[config.mk]
export PLATFORM = sky130hd
export DESIGN_NAME = gcm_stream_sequencer
export DESIGN_NICKNAME = d
export VERILOG_FILES = /design/src/rtl/gcm_pkg.sv /design/src/rtl/gcm_block_packer.sv /design/src/rtl/gcm_stream_sequencer.sv
export SDC_FILE = /design/constraint.sdc
export NUM_CORES = 1
export LEC_CHECK = 0
export CORE_MARGIN = 4
export CORE_UTILIZATION = 55
export DETAILED_ROUTE_END_ITERATION = 6
export PLACE_DENSITY = 0.84
export SLEW_MARGIN = 25
export SYNTH_ARGS = -nofsm -noshare
export SYNTH_HDL_FRONTEND = slang
export SYNTH_SLANG_ARGS = --single-unit
[constraint.sdc]
create_clock -name iClk -period 4.64 [get_ports iClk]
set_clock_uncertainty 0.05 [all_clocks]
set_input_delay 0.928 -clock iClk [delete_from_list [all_inputs] [get_ports iClk]]
set_output_delay 0.928 -clock iClk [all_outputs]
set_load 0.005 [all_outputs]
[src/rtl/gcm_pkg.sv]
// Shared types and constants for the AES-GCM stream front end.
// Control-vector bit indices, sequencer states, phases and the length-block layout.
package gcm_pkg;
  localparam int BLK_W  = 128;
  localparam int WORD_W = 32;
  localparam int LEN_W  = 64;

  localparam int CTRL_INIT   = 0;
  localparam int CTRL_NEXT   = 1;
  localparam int CTRL_ENCDEC = 2;
  localparam int CTRL_TAG    = 3;

  typedef enum logic [2:0] {
    IDLE, HKEY, FILL, ISSUE, ACK_LO, ACK_HI, LEN, DONE
  } state_t;

  typedef enum logic [1:0] {
    PH_HKEY, PH_AAD, PH_TEXT, PH_LEN
  } phase_t;

  // Final GHASH block: AAD bit length in the upper half, text bit length in the lower half.
  typedef struct packed {
    logic [LEN_W-1:0] aad;
    logic [LEN_W-1:0] text;
  } len_blk_t;
endpackage

[src/rtl/gcm_block_packer.sv]
// Packs 32-bit words into a 128-bit block with byte masking on last words; tracks bit lengths.
// Write lands in the buffer the cycle after iWr; oClose is combinational with the closing write.
module gcm_block_packer
  import gcm_pkg::*;
(
  input  logic              iClk,
  input  logic              iRstn,
  input  logic              iClr_all,
  input  logic              iClr_blk,
  input  logic              iWr,
  input  logic [0:WORD_W-1] iWord,
  input  logic              iKind,
  input  logic              iLast,
  input  logic [2:0]        iBytes,
  output logic [0:BLK_W-1]  oBlk,
  output logic              oClose,
  output len_blk_t          oLens
);
  logic [1:0]        idx;
  logic [2:0]        nb;
  logic [0:WORD_W-1] word_m;
  logic [LEN_W-1:0]  len_inc;

  assign nb      = iLast ? iBytes : 3'd4;
  assign len_inc = LEN_W'({nb, 3'b000});
  assign oClose  = iWr && ((idx == 2'd3) || iLast);

  always_comb begin
    word_m = '0;
    for (int b = 0; b < WORD_W / 8; b++)
      if (3'(b) < nb) word_m[8*b +: 8] = iWord[8*b +: 8];
  end

  always_ff @(posedge iClk) begin
    if (!iRstn || iClr_all) begin
      oBlk  <= '0;
      idx   <= '0;
      oLens <= '0;
    end else begin
      if (iClr_blk) begin
        oBlk <= '0;
        idx  <= '0;
      end else if (iWr) begin
        oBlk[WORD_W*idx +: WORD_W] <= word_m;
        idx <= idx + 2'd1;
      end
      if (iWr) begin
        if (iKind) oLens.text <= oLens.text + len_inc;
        else       oLens.aad  <= oLens.aad + len_inc;
      end
    end
  end
endmodule

[src/rtl/gcm_stream_sequencer.sv]
// Front end for the AES-GCM core: hash-key setup, AAD blocks, text blocks, then the length block.
// Words are taken only in FILL; each block is held until the core's ready goes low then high.
module gcm_stream_sequencer
  import gcm_pkg::*;
(
  input  logic              iClk,
  input  logic              iRstn,
  input  logic              iStart,
  input  logic              iEncdec,
  input  logic              iHasAad,
  input  logic              iHasText,
  input  logic [0:WORD_W-1] iData,
  input  logic              iData_kind,
  input  logic              iData_last,
  input  logic [2:0]        iData_bytes,
  input  logic              iData_valid,
  output logic              oData_ready,
  output logic [0:3]        oCtrl,
  input  logic              iCoreReady,
  output logic [0:BLK_W-1]  oAad,
  output logic              oAad_valid,
  output logic [0:BLK_W-1]  oBlock,
  output logic              oBlock_valid,
  output logic              oBlock_last,
  output logic              oBusy,
  output logic              oDone,
  output logic              oErr
);
  state_t           state, state_nxt;
  phase_t           phase, phase_nxt;
  logic             encdec_q, has_aad_q, has_text_q, err_q, seg_last_q;
  logic             acc, kind_ok, pk_wr, pk_close, pk_clr_all, pk_clr_blk, in_blk;
  logic [0:BLK_W-1] blk, len_bits;
  len_blk_t         lens;

  gcm_block_packer u_packer (
    .iClk     (iClk),
    .iRstn    (iRstn),
    .iClr_all (pk_clr_all),
    .iClr_blk (pk_clr_blk),
    .iWr      (pk_wr),
    .iWord    (iData),
    .iKind    (iData_kind),
    .iLast    (iData_last),
    .iBytes   (iData_bytes),
    .oBlk     (blk),
    .oClose   (pk_close),
    .oLens    (lens)
  );

  // Out-of-order words are consumed so the stream keeps moving, but never reach the buffer.
  assign acc        = (state == FILL) && iData_valid;
  assign kind_ok    = (iData_kind == (phase == PH_TEXT));
  assign pk_wr      = acc && kind_ok;
  assign pk_clr_all = (state == IDLE) && iStart;

  always_ff @(posedge iClk) begin
    if (!iRstn) begin
      state      <= IDLE;
      phase      <= PH_HKEY;
      encdec_q   <= 1'b0;
      has_aad_q  <= 1'b0;
      has_text_q <= 1'b0;
      err_q      <= 1'b0;
      seg_last_q <= 1'b0;
    end else begin
      state <= state_nxt;
      phase <= phase_nxt;
      if (pk_clr_all) begin
        encdec_q   <= iEncdec;
        has_aad_q  <= iHasAad;
        has_text_q <= iHasText;
        err_q      <= 1'b0;
        seg_last_q <= 1'b0;
      end else if (acc && !kind_ok) begin
        err_q <= 1'b1;
      end
      if (pk_close) seg_last_q <= iData_last;
    end
  end

  always_comb begin
    state_nxt  = state;
    phase_nxt  = phase;
    pk_clr_blk = 1'b0;
    case (state)
      IDLE:   if (iStart) begin
                state_nxt = HKEY;
                phase_nxt = PH_HKEY;
              end
      HKEY:   state_nxt = ISSUE;
      FILL:   if (pk_close) state_nxt = ISSUE;
      ISSUE:  state_nxt = ACK_LO;
      ACK_LO: if (!iCoreReady) state_nxt = ACK_HI;
      ACK_HI: if (iCoreReady) begin
                pk_clr_blk = 1'b1;
                state_nxt  = FILL;
                case (phase)
                  PH_HKEY: if (has_aad_q)       phase_nxt = PH_AAD;
                           else if (has_text_q) phase_nxt = PH_TEXT;
                           else                 phase_nxt = PH_LEN;
                  PH_AAD:  if (seg_last_q) phase_nxt = has_text_q ? PH_TEXT : PH_LEN;
                  PH_TEXT: if (seg_last_q) phase_nxt = PH_LEN;
                  default: state_nxt = DONE;
                endcase
                if (phase != PH_LEN && phase_nxt == PH_LEN) state_nxt = LEN;
              end
      LEN:    state_nxt = ISSUE;
      DONE:   state_nxt = IDLE;
      default: state_nxt = IDLE;
    endcase
  end

  assign in_blk       = (state == ISSUE) || (state == ACK_LO) || (state == ACK_HI);
  assign len_bits     = lens;
  assign oAad_valid   = (in_blk && (phase == PH_AAD || phase == PH_LEN)) || (state == LEN);
  assign oAad         = !oAad_valid ? '0 : ((phase == PH_LEN) ? len_bits : blk);
  assign oBlock_valid = in_blk && (phase == PH_TEXT);
  assign oBlock       = oBlock_valid ? blk : '0;
  assign oBlock_last  = oBlock_valid && seg_last_q;
  assign oData_ready  = (state == FILL);
  assign oBusy        = (state != IDLE);
  assign oDone        = (state == DONE);
  assign oErr         = err_q;

  always_comb begin
    oCtrl              = '0;
    oCtrl[CTRL_INIT]   = (state != IDLE) && (state != DONE);
    oCtrl[CTRL_NEXT]   = (state == ISSUE);
    oCtrl[CTRL_ENCDEC] = (state != IDLE) && encdec_q;
    oCtrl[CTRL_TAG]    = (phase == PH_LEN) && (in_blk || state == LEN);
  end
endmodule

==> results by group <==
Critical path
  – Critical path class: flop to primary output
  – CP endpoint kind: primary output
  – Critical Path RT: 3.66 ns
  – CP startpoint kind: flop
  – Worst Setup EP: oAad[118]
  – Max FO, Critical Path: 47
  – R2R Path Start: u_packer.oLens[7]
  – Critical R2R Capture: u_packer.oLens[63]
  – R2R cell count: 5
  – Worst Setup SP: state[0]
  – CP arrival: 3.30 ns
  – R2R Setup Slk: 1.62 ns

Detailed routing
  – DR pass1 iterations: 6
  – WL/cell: 21.6 µm
  – DR iter-0 viols: 2094
  – Final WL: 53100 µm
  – DR vias: 15.5k
  – Vias per cell: 6.30
  – DRC errors left: 0
  – Antenna Violating Nets Remaining: 0

Floorplanning
  – CORE AREA: 25100 µm²
  – Die area: 28000 µm²
  – Number of cell rows: 58
  – Starting Density: 55.7%
  – Ports: 312
  – Die Wd: 167 µm
  – Die Y: 167 µm

Synth
  – Post-synthesis cell type count: 54
  – XOR/XNOR Fraction of Synth Area: 2.69%
  – Post-synth EDFFs: 0
  – Ys flop type: dfxtp_1
  – Mean Syn Cell Area: 7.49 µm²
  – Compound-Gate Fraction of Synth Area: 19.8%
  – Yosys reg bits: 262
  – Syn nets: 1923
  – Post-Synth Simple-Gate Area: 33.6%
  – Register area share after synthesis: 37.5%
  – Async set-reset flop share out of synthesis: 0%
  – YS warnings: 0
  – Adder-Cell Fraction of Synth Area: 1.18%
  – Largest family of logic cells by synthesized area: simple AND/OR/NAND/NOR gates
  – Synth Cell Area: 14000 µm²
  – Mapped Cells: 1866
  – Proportion of synthesized area in mux cells: 0.215%

Pwr
  – Leak: 5.56 nW
  – VDD IR max: 0.229 mV
  – Comb power frac: 9.8%
  – Sw Pwr: 1.32 mW
  – Pwr Total: 5.12 mW
  – Clock power share: 45.3%
  – Switching Share: 25.9%
  – Pwr Density: 279 nW/µm²
  – Sequential Power Share: 44.9%
  – Internal: 3.79 mW

STA
  – Finish-stage setup viols: 0
  – Worst Tran Pin Value: 1.10 ns
  – Tmin final: 4.28 ns
  – Unrepaired setup endpoints after global routing: false
  – Final Hold Fails: 0
  – Fin. max-slew vios: 0
  – Fmax: 234 MHz
  – Final critical-path share of the clock period: 92.1%
  – Setup TNS: 0 ns
  – Slew HR: 26.8%

Status
  – Status: completed

Placement
  – Post-DP HPWL: 36700 µm
  – Placer Congestion: 0.965
  – PortBufs: 311

Clock tree
  – CTS root buf: clkbuf_16
  – Post_cts resized: 0
  – CTS Buffer Depth: 3
  – Clk_lat worst skew: 0.54 ns
  – Clock-pin transition on the worst setup and hold timing paths: 0.06 ns
  – Cts bufs inserted: 27
  – CTS Hold Bufs: 0
  – Total clock sinks: 262
  – Setup Buffers After CTS: 0
  – H-Tree Level Count: 1
  – CTS tree: done

Hold path
  – Worst min-delay path class: flop to flop

Global route
  – Largest net degree at the start of global routing: 90
  – Antenna violations before repair: 0
  – Global-route wire length before repair: 81300 µm
  – Global Route Usage Sum: 35.9%
  – Overflow after GRT: 0
  – Vias in the first global route: 14.6k

Finish
  – Layout cells sized above 1: 5.83%
  – # nets final: 2163
  – Synth-to-layout area growth: 31.0%

Run
  – MaxCap Viol Count: 0
## critical path, cell delays in order (launching register included)
cell	delay, ns
dfxtp_1	0.54
nand2_1	0.12
or2_2	0.34
inv_1	0.14
nand2_1	0.07
and2_4	0.29
buf_4	0.34
a21oi_1	0.35
clkdlybuf4s50_1	0.57
## kinds of logic after synthesis
family,Yosys count
multiplexers,3
AO/OA/AOI/OAI,437
adder cells (fa/ha/maj),12
flip-flops,262
AND/OR/NAND/NOR,933
XOR/XNOR,43
buffers and inverters,176
## per-stage QoR
stage	instances	area, µm²	setup slack [ns]	hold WS, ns	utilization, %
after floorplan	1866	14000	1.37	0.389	-
after global placement	2406	17300	0.531	0.400	69.1
after detailed placement	2407	17400	0.440	0.430	69.2
after CTS	2457	18300	0.444	0.438	73.0
after global routing	2457	18300	0.241	0.453	73.0
final	2459	18300	0.364	0.433	73.0
## flip-flops by register name, indices dropped and copies added, names as in the netlist
signal,flops
has_text_q,1
u_packer.oBlk,128
u_packer.oLens,122
oErr,1
has_aad_q,1
u_packer.idx,2
seg_last_q,1
state,3
phase,2
encdec_q,1
## routing by layer
metal / track usage [%] / wire length (µm) / share of wire (%) / up-vias
li1: - / - / - / 7080
met5: 0 / 0 / 0 / -
met3: 6.09 / 5190 / 9.8 / 163
met1: 46.3 / 20600 / 39 / 7354
met4: 21.0 / 3560 / 6.7 / 0
met2: 56.8 / 23700 / 45 / 894
## how the worst min path moves through the flow
stage | start | endpoint | slack (ns) | cells after the start
after floorplan | encdec_q | encdec_q | 0.39 | 2
final | encdec_q | encdec_q | 0.43 | 2
after global placement | encdec_q | encdec_q | 0.40 | 2
after detailed placement | encdec_q | encdec_q | 0.43 | 2
after CTS | encdec_q | encdec_q | 0.44 | 2
after global routing | encdec_q | encdec_q | 0.45 | 2
## synthesized netlist by cell type (all sizes together), types with 32 or more instances
master / number / share of area [%]
nand2: 308 / 8.3
nand4: 46 / 2.1
o31ai: 32 / 1.7
clkbuf: 111 / 3.0
a21oi: 205 / 7.3
a22oi: 65 / 3.5
o21ai: 44 / 1.6
a32oi: 65 / 4.1
or4: 36 / 1.9
nand3: 59 / 2.2
and2: 138 / 6.2
dfxtp: 262 / 38
buf: 37 / 1.3
nor2: 195 / 5.2
## layout make-up
type | count | area, µm²
Antenna cell | 2 | 5.00
Clock buffer | 33 | 748
Clock inverter | 17 | 203
Fill cell | 2016 | 6780
Inverter | 28 | 105
Multi-Input combinational cell | 1428 | 8090
Sequential cell | 262 | 5250
Tap cell | 330 | 413
Timing Repair Buffer | 359 | 3520
## placed cells by master, fill, tap and decap left out, drive strengths merged, types with 4 or more instances in the layout
cell and n:
a21boi 6, a21oi 205, a22oi 65, a32oi 65, and2 138, and3 14, and4 13, buf 48
bufinv 4, clkbuf 33, clkdlybuf4s50 311, clkinv 8, clkinvlp 4, dfxtp 262, ha 10, inv 29
nand2 308, nand2b 9, nand3 59, nand4 46, nand4b 8, nor2 195, nor2b 27, nor3 15
nor4 26, o21a 4, o21ai 44, o31ai 32, or3 31, or4 36, xnor2 24, xor2 19
## power groups by stage
stage	clock network, mW	registers [mW]	logic, mW
2_1_floorplan	0	2.33	0.270
3_3_place_gp	0	2.35	0.470
3_5_place_dp	0	2.35	0.485
4_1_cts	2.32	2.30	0.487
5_1_grt	2.42	2.30	0.522
6_report	2.32	2.30	0.500
Power figures use the tool's default switching activity.
